[src/rtl/hier_node_pkg.sv]
// rtl/hier_node_pkg.sv - shared types and limits for the hierarchy node controller
package hier_node_pkg;

    localparam int MAX_CHILDREN = 64;

    typedef enum logic [1:0] {
        ST_IDLE  = 2'd0,
        ST_ISSUE = 2'd1,
        ST_WAIT  = 2'd2,
        ST_RESP  = 2'd3
    } state_t;

endpackage

[src/rtl/hier_node_ctrl_if.sv]
// rtl/hier_node_ctrl_if.sv - parent command/response and child broadcast/collect bundle
interface hier_node_ctrl_if #(
    parameter int NUM_CHILDREN = 10,
    parameter int DATA_W       = 32
);
    logic                           req_valid;
    logic                           req_ready;
    logic [DATA_W-1:0]              req_data;
    logic [NUM_CHILDREN-1:0]        child_req_valid;
    logic [NUM_CHILDREN-1:0]        child_req_ready;
    logic [DATA_W-1:0]              child_req_data;
    logic [NUM_CHILDREN-1:0]        child_rsp_valid;
    logic [NUM_CHILDREN*DATA_W-1:0] child_rsp_data;
    logic                           rsp_valid;
    logic                           rsp_ready;
    logic [DATA_W-1:0]              rsp_data;
    logic [NUM_CHILDREN-1:0]        rsp_done_mask;
    logic                           rsp_timeout;

    modport slave (
        input  req_valid, req_data, child_req_ready, child_rsp_valid, child_rsp_data, rsp_ready,
        output req_ready, child_req_valid, child_req_data, rsp_valid, rsp_data, rsp_done_mask,
               rsp_timeout
    );

    modport master (
        output req_valid, req_data, child_req_ready, child_rsp_valid, child_rsp_data, rsp_ready,
        input  req_ready, child_req_valid, child_req_data, rsp_valid, rsp_data, rsp_done_mask,
               rsp_timeout
    );
endinterface

[src/rtl/hier_node_child_slot.sv]
// rtl/hier_node_child_slot.sv - per-child accept/done tracking and response gating
module hier_node_child_slot #(
    parameter int DATA_W = 32
) (
    input  logic              clk,
    input  logic              rst,
    input  logic              start,
    input  logic              preset,
    input  logic              issue,
    input  logic              collect,
    input  logic              child_req_ready,
    input  logic              child_rsp_valid,
    input  logic [DATA_W-1:0] child_rsp_data,
    output logic              child_req_valid,
    output logic              accepted_nxt,
    output logic              done_nxt,
    output logic              done,
    output logic [DATA_W-1:0] rsp_masked
);
    logic accepted_q, accepted_d;
    logic done_q, done_d;
    logic handshake, hit;

    // A response is only honoured once the child holds (or is taking) the command.
    always_comb begin
        handshake       = issue && !accepted_q && child_req_ready;
        hit             = collect && child_rsp_valid && !done_q && (accepted_q || handshake);
        accepted_d      = start ? preset : (accepted_q || handshake);
        done_d          = start ? preset : (done_q || hit);
        child_req_valid = issue && !accepted_q;
        rsp_masked      = hit ? child_rsp_data : '0;
        accepted_nxt    = accepted_d;
        done_nxt        = done_d;
    end

    assign done = done_q;

    always_ff @(posedge clk) begin
        if (rst) begin
            accepted_q <= 1'b0;
            done_q     <= 1'b0;
        end else begin
            accepted_q <= accepted_d;
            done_q     <= done_d;
        end
    end
endmodule

[src/rtl/hier_node_ctrl.sv]
// rtl/hier_node_ctrl.sv - broadcast one command to N children, XOR-merge their responses (option: HIER_NODE_CHILD_MASK_EN)
module hier_node_ctrl
    import hier_node_pkg::*;
#(
    parameter int NUM_CHILDREN = 10,
    parameter int DATA_W       = 32,
    parameter int TMO_W        = 16
) (
    input  logic                    clk,
    input  logic                    rst,
    input  logic [TMO_W-1:0]        timeout_limit,
`ifdef HIER_NODE_CHILD_MASK_EN
    input  logic [NUM_CHILDREN-1:0] child_en,
`endif
    hier_node_ctrl_if.slave         bus
);
    state_t                             state_q, state_d;
    logic                               req_ready_q, req_ready_d;
    logic                               rsp_valid_q, rsp_valid_d;
    logic                               timeout_q, timeout_d;
    logic [DATA_W-1:0]                  cmd_q, cmd_d;
    logic [DATA_W-1:0]                  acc_q, acc_d;
    logic [TMO_W-1:0]                   timer_q, timer_d;
    logic [DATA_W-1:0]                  red;
    logic [NUM_CHILDREN-1:0]            en, crv, accepted_nxt, done_nxt, done_mask;
    logic [NUM_CHILDREN-1:0][DATA_W-1:0] masked;
    logic                               start, issue, collect, tmo_hit;

`ifdef HIER_NODE_CHILD_MASK_EN
    assign en = child_en;
`else
    assign en = '1;
`endif

    always_comb begin
        start   = (state_q == ST_IDLE) && req_ready_q && bus.req_valid;
        issue   = (state_q == ST_ISSUE);
        collect = issue || (state_q == ST_WAIT);
        tmo_hit = (timeout_limit != '0) && (timer_q == timeout_limit - 1'b1);
    end

    for (genvar i = 0; i < NUM_CHILDREN; i++) begin : g_slot
        hier_node_child_slot #(.DATA_W(DATA_W)) u_slot (
            .clk            (clk),
            .rst            (rst),
            .start          (start),
            .preset         (!en[i]),
            .issue          (issue),
            .collect        (collect),
            .child_req_ready(bus.child_req_ready[i]),
            .child_rsp_valid(bus.child_rsp_valid[i]),
            .child_rsp_data (bus.child_rsp_data[i*DATA_W +: DATA_W]),
            .child_req_valid(crv[i]),
            .accepted_nxt   (accepted_nxt[i]),
            .done_nxt       (done_nxt[i]),
            .done           (done_mask[i]),
            .rsp_masked     (masked[i])
        );
    end

    always_comb begin
        red = '0;
        for (int i = 0; i < NUM_CHILDREN; i++) begin
            red = red ^ masked[i];
        end
    end

    // Completion is tested before timeout so a last response on the deadline still wins.
    always_comb begin
        state_d   = state_q;
        cmd_d     = cmd_q;
        acc_d     = acc_q;
        timer_d   = timer_q;
        timeout_d = timeout_q;
        case (state_q)
            ST_IDLE: begin
                if (start) begin
                    cmd_d     = bus.req_data;
                    acc_d     = '0;
                    timer_d   = '0;
                    timeout_d = 1'b0;
                    state_d   = (en == '0) ? ST_RESP : ST_ISSUE;
                end
            end
            ST_ISSUE, ST_WAIT: begin
                acc_d   = acc_q ^ red;
                timer_d = (&timer_q) ? timer_q : timer_q + 1'b1;
                if (&done_nxt) begin
                    state_d = ST_RESP;
                end else if (tmo_hit) begin
                    state_d   = ST_RESP;
                    timeout_d = 1'b1;
                end else if (issue && (&accepted_nxt)) begin
                    state_d = ST_WAIT;
                end
            end
            ST_RESP: begin
                if (bus.rsp_ready) state_d = ST_IDLE;
            end
            default: state_d = ST_IDLE;
        endcase
        req_ready_d = (state_d == ST_IDLE);
        rsp_valid_d = (state_d == ST_RESP);
    end

    always_ff @(posedge clk) begin
        if (rst) begin
            state_q     <= ST_IDLE;
            req_ready_q <= 1'b0;
            rsp_valid_q <= 1'b0;
            timeout_q   <= 1'b0;
            cmd_q       <= '0;
            acc_q       <= '0;
            timer_q     <= '0;
        end else begin
            state_q     <= state_d;
            req_ready_q <= req_ready_d;
            rsp_valid_q <= rsp_valid_d;
            timeout_q   <= timeout_d;
            cmd_q       <= cmd_d;
            acc_q       <= acc_d;
            timer_q     <= timer_d;
        end
    end

    assign bus.req_ready       = req_ready_q;
    assign bus.child_req_valid = crv;
    assign bus.child_req_data  = cmd_q;
    assign bus.rsp_valid       = rsp_valid_q;
    assign bus.rsp_data        = acc_q;
    assign bus.rsp_done_mask   = done_mask;
    assign bus.rsp_timeout     = timeout_q;
endmodule

[src/flat_wrapper.sv]
// flat-port wrapper written by rule: the top's interface ports become plain ports
module hier_node_ctrl_flat import hier_node_pkg::*;
#(
    parameter int NUM_CHILDREN = 10,
    parameter int DATA_W       = 32,
    parameter int TMO_W        = 16
)
  (clk, rst, timeout_limit, bus_req_valid, bus_req_data, bus_child_req_ready, bus_child_rsp_valid, bus_child_rsp_data, bus_rsp_ready, bus_req_ready, bus_child_req_valid, bus_child_req_data, bus_rsp_valid, bus_rsp_data, bus_rsp_done_mask, bus_rsp_timeout);
  hier_node_ctrl_if #(.NUM_CHILDREN(NUM_CHILDREN), .DATA_W(DATA_W)) bus_i ();
  input  logic clk;
  input  logic rst;
  input  logic [TMO_W-1:0] timeout_limit;
  input wire logic [$bits(bus_i.req_valid)-1:0] bus_req_valid;
  input wire logic [$bits(bus_i.req_data)-1:0] bus_req_data;
  input wire logic [$bits(bus_i.child_req_ready)-1:0] bus_child_req_ready;
  input wire logic [$bits(bus_i.child_rsp_valid)-1:0] bus_child_rsp_valid;
  input wire logic [$bits(bus_i.child_rsp_data)-1:0] bus_child_rsp_data;
  input wire logic [$bits(bus_i.rsp_ready)-1:0] bus_rsp_ready;
  output wire logic [$bits(bus_i.req_ready)-1:0] bus_req_ready;
  output wire logic [$bits(bus_i.child_req_valid)-1:0] bus_child_req_valid;
  output wire logic [$bits(bus_i.child_req_data)-1:0] bus_child_req_data;
  output wire logic [$bits(bus_i.rsp_valid)-1:0] bus_rsp_valid;
  output wire logic [$bits(bus_i.rsp_data)-1:0] bus_rsp_data;
  output wire logic [$bits(bus_i.rsp_done_mask)-1:0] bus_rsp_done_mask;
  output wire logic [$bits(bus_i.rsp_timeout)-1:0] bus_rsp_timeout;
  assign bus_i.req_valid = bus_req_valid;
  assign bus_i.req_data = bus_req_data;
  assign bus_i.child_req_ready = bus_child_req_ready;
  assign bus_i.child_rsp_valid = bus_child_rsp_valid;
  assign bus_i.child_rsp_data = bus_child_rsp_data;
  assign bus_i.rsp_ready = bus_rsp_ready;
  assign bus_req_ready = bus_i.req_ready;
  assign bus_child_req_valid = bus_i.child_req_valid;
  assign bus_child_req_data = bus_i.child_req_data;
  assign bus_rsp_valid = bus_i.rsp_valid;
  assign bus_rsp_data = bus_i.rsp_data;
  assign bus_rsp_done_mask = bus_i.rsp_done_mask;
  assign bus_rsp_timeout = bus_i.rsp_timeout;
  hier_node_ctrl #(.NUM_CHILDREN(NUM_CHILDREN), .DATA_W(DATA_W), .TMO_W(TMO_W)) u_core (.clk(clk), .rst(rst), .timeout_limit(timeout_limit), .bus(bus_i));
endmodule
[config.mk]
export PLATFORM = sky130hd
export DESIGN_NAME = hier_node_ctrl_flat
export DESIGN_NICKNAME = d
export VERILOG_FILES = /design/src/rtl/hier_node_pkg.sv /design/src/rtl/hier_node_ctrl_if.sv /design/src/rtl/hier_node_child_slot.sv /design/src/rtl/hier_node_ctrl.sv /design/src/flat_wrapper.sv
export SDC_FILE = /design/constraint.sdc
export NUM_CORES = 1
export LEC_CHECK = 0
export CORE_AREA = 2 2 186 188
export CTS_CLUSTER_SIZE = 30
export DETAILED_ROUTE_END_ITERATION = 8
export DIE_AREA = 0 0 188 190
export HOLD_SLACK_MARGIN = 0.06
export PLACE_DENSITY = 0.61
export SLEW_MARGIN = 20
export SYNTH_ARGS = -nofsm -noshare
export SYNTH_HDL_FRONTEND = slang
export SYNTH_SLANG_ARGS = --single-unit
[constraint.sdc]
create_clock -name clk -period 4.2 [get_ports clk]
set_input_delay 0.84 -clock clk [delete_from_list [all_inputs] [get_ports clk]]
set_output_delay 0.84 -clock clk [all_outputs]
set_load 0.01 [all_outputs]
==> flow_summary.json, run 1 <==
{
  "grt_pass1_wl_um": 61800,
  "power_frac_clock_pct": 20.4,
  "post_cts_buffers": 0,
  "routed-via-count": 9982,
  "rsz0062_at_grt": "no",
  "hold_start": "u_core.bus.child_req_data[22]",
  "drtIter0Drc": 506,
  "relSlewSlack_pct": 24.5,
  "root_buffer": "clkbuf_16",
  "avgSynthCellArea_um2": 8.48,
  "antenna_found_initial": 13,
  "leakagePower_nw": 6.02,
  "grt_max_degree": 37,
  "ff2ff_path_depth": 10,
  "drive_above_1_share_pct": 6.34,
  "holdPathStages": 2,
  "yosysSeqAreaShare_pct": 21.2,
  "io_pins": 479,
  "area_growth_pct": 55.7,
  "synth_top_family_by_area": "XOR/XNOR gates",
  "layout.cells.non_filler": 2056,
  "synth_compound_area_share_pct": 8.82,
  "grt_pass1_vias": 9954,
  "yosys.area_share.simple_pct": 30.5,
  "setup_slack_ns": 0.557,
  "power_frac_comb_pct": 52.6,
  "finalCritPeriodShare_pct": 86.7,
  "hold_buffers": 0,
  "drcViolationCount": 0,
  "crit_arrival_ns": 3.93,
  "final_nets": 1986,
  "synthXorXnorAreaFrac_pct": 33.0,
  "drt_pass1_iterations": 5,
  "grt_usage_pct": 23.2,
  "drv_slew": 0,
  "r2r_slack_ns": 0.56,
  "overflow": 0,
  "synthArstFlopShare_pct": 0,
  "place_area_um2": 15100,
  "gp_congestion": 0.881,
  "start_util_pct": 29.2,
  "fp.dieArea_um2": 35700,
  "p_seq_share_pct": 27.0,
  "htreeDepth": 3,
  "fmax_mhz": 274,
  "routedWlPerCell_um": 20.9,
  "path_clk_slew_ns": 0.08,
  "cp-start-kind": "flop",
  "tightest_slew_ns": 1.13,
  "r2r_start": "u_core.state_q[0]",
  "postRouteAntennaNets": 0,
  "fin_area_um2": 15400,
  "cts_tree": "yes",
  "worst-setup-path-type": "flop to flop",
  "rows": 68,
  "final_common_cell": "clkdlybuf4s50_1",
  "clock_latency_ns": 0.36,
  "port_buffers": 478,
  "holdPathEnd": "u_core.bus.child_req_data[22]",
  "mostFrequentLayoutCells": "clkdlybuf4s50_1 (478), nand2_1 (265), dfxtp_1 (104), xnor3_1 (95), nand3_1 (84)",
  "vdd_ir_drop_max_uv": 204,
  "ys_seq_elements": 105,
  "ctsResizeCount": 0,
  "tns_ns": 0,
  "die_h_um": 190,
  "wl_um": 43100,
  "synth_edf_count": 0,
  "synthesis.area_um2": 9900,
  "fin_worst_skew_ns": 0.00839,
  "dp_slack_ns": 0.474,
  "viasPerCell": 4.86,
  "p_per_area_nw_per_um2": 276,
  "worst_ep_required_time_ns": 4.49,
  "synthFlopType": "dfxtp_1",
  "switching_share_pct": 39.1,
  "setup_violations": 0,
  "reg2reg_to": "u_core.bus.rsp_data[19]",
  "coreArea_um2": 33900,
  "synth_cells": 1167,
  "run_status": "completed",
  "critPathMaxFanout": 16,
  "ys_warn_count": 0,
  "cts.path.max_buffers": 2,
  "synthAdderAreaFrac_pct": 0.758,
  "hold_path.class": "flop to flop",
  "p_int_mw": 2.59,
  "dp_hpwl_um": 34300,
  "muxShareOfSynthArea_pct": 0.202,
  "final_util_pct": 45.4,
  "p_sw_mw": 1.67,
  "cp-end-kind": "flop",
  "syn_nets": 1565,
  "ys_types": 54,
  "maxCapViolations": 0,
  "hold_violations": 0,
  "cts.sinks": 105,
  "dp.cells": 2032,
  "layout_min_cycle_time_ns": 3.64,
  "cts_buffers": 9,
  "die_w_um": 188
}
## power by group through the flow
stage | registers (mW) | logic, mW | clock network, mW
floorplan | 1.18 | 1.20 | 0
global placement | 1.17 | 2.23 | 0
detailed placement | 1.17 | 2.24 | 0
CTS | 1.15 | 2.25 | 0.911
global route | 1.16 | 2.39 | 0.950
finish | 1.15 | 2.24 | 0.869
## cell families after synthesis
family,after synthesis
compound gates,145
buf+inv,110
fa+ha+maj,6
mux,2
xor+xnor,224
flops,105
simple gates,575
## synthesized netlist by cell type (6+ instances only)
master / count / area share, %
nor2_1: 56 / 2.1
and3_1: 28 / 1.8
buf_4: 24 / 1.8
ha_1: 6 / 0.76
dfxtp_1: 105 / 21
buf_2: 29 / 1.5
nor4b_1: 6 / 0.53
nor4b_2: 28 / 4.2
nand3_1: 84 / 4.2
a21oi_1: 76 / 3.8
clkbuf_1: 43 / 1.6
nand4_1: 9 / 0.57
xnor3_1: 95 / 22
nor2b_1: 17 / 1.1
nor4_1: 8 / 0.51
xor2_1: 57 / 5.0
or3_1: 35 / 2.2
o21ai_0: 37 / 1.9
inv_1: 9 / 0.34
xnor2_1: 72 / 6.4
nand2_1: 266 / 10
## metal layers
metal	GRT usage [%]	wire, µm	vias up
met3	6.40	3450	65
met2	39.1	20800	419
met1	28.3	17500	4653
li1	-	-	4835
met5	0	71	-
met4	8.54	1300	10
## cell type report
| type | count | area [µm²] |
|---|---|---|
| Antenna cell | 8 | 20.0 |
| Clock buffer | 11 | 243 |
| Clock inverter | 5 | 46.3 |
| Fill cell | 3329 | 18500 |
| Inverter | 9 | 33.8 |
| Multi-Input combinational cell | 952 | 7290 |
| Sequential cell | 105 | 2100 |
| Tap cell | 455 | 569 |
| Timing Repair Buffer | 511 | 5110 |
## critical path, stage by stage, from the launching register on
cell and delay, ns:
dfxtp_1 0.42, inv_1 0.11, ha_1 0.68, nand2_2 0.48, buf_4 0.38, nor4b_1 0.32, xor2_1 0.22, xnor2_1 0.16
xnor3_1 0.34, or3_1 0.31, a21oi_1 0.14
## worst max path at each step
stage,start,to,cells past startpoint
after global placement,bus_child_req_ready[1],u_core.bus.rsp_data[0],8
after floorplan,timeout_limit[0],u_core.bus.rsp_valid,9
final,u_core.state_q[0],u_core.bus.rsp_data[19],10
after global routing,u_core.state_q[0],u_core.bus.rsp_data[19],10
after detailed placement,bus_child_req_ready[1],u_core.bus.rsp_data[0],8
after CTS,u_core.state_q[0],u_core.bus.rsp_data[6],10
## through the flow
step / hold slack, ns / total power [mW]
finish: 0.456 / 4.26
global route: 0.471 / 4.50
CTS: 0.459 / 4.32
detailed placement: 0.449 / 3.42
global placement: 0.441 / 3.40
floorplan: 0.480 / 2.38
## sequential cells by signal, indices dropped and copies added (netlist names)
signal                           flops
u_core.bus.child_req_data           32
u_core.bus.req_ready                 1
u_core.bus.rsp_data                 32
u_core.bus.rsp_timeout               1
u_core.bus.rsp_valid                 1
u_core.g_slot.u_slot.accepted_q     10
u_core.g_slot.u_slot.done           10
u_core.state_q                       2
u_core.timer_q                      16
Power figures use the tool's default switching activity.
==> run 2, diff against run 1 <==
--- a/config.mk
+++ b/config.mk
@@ -5,6 +5,7 @@
 export SDC_FILE = /design/constraint.sdc
 export NUM_CORES = 1
 export LEC_CHECK = 0
+export CAP_MARGIN = 10
 export CORE_AREA = 2 2 186 188
 export CTS_CLUSTER_SIZE = 30
 export DETAILED_ROUTE_END_ITERATION = 8
==> results of run 2 <==
No change in the layout: final DEF, timing and power equal those of run 1.
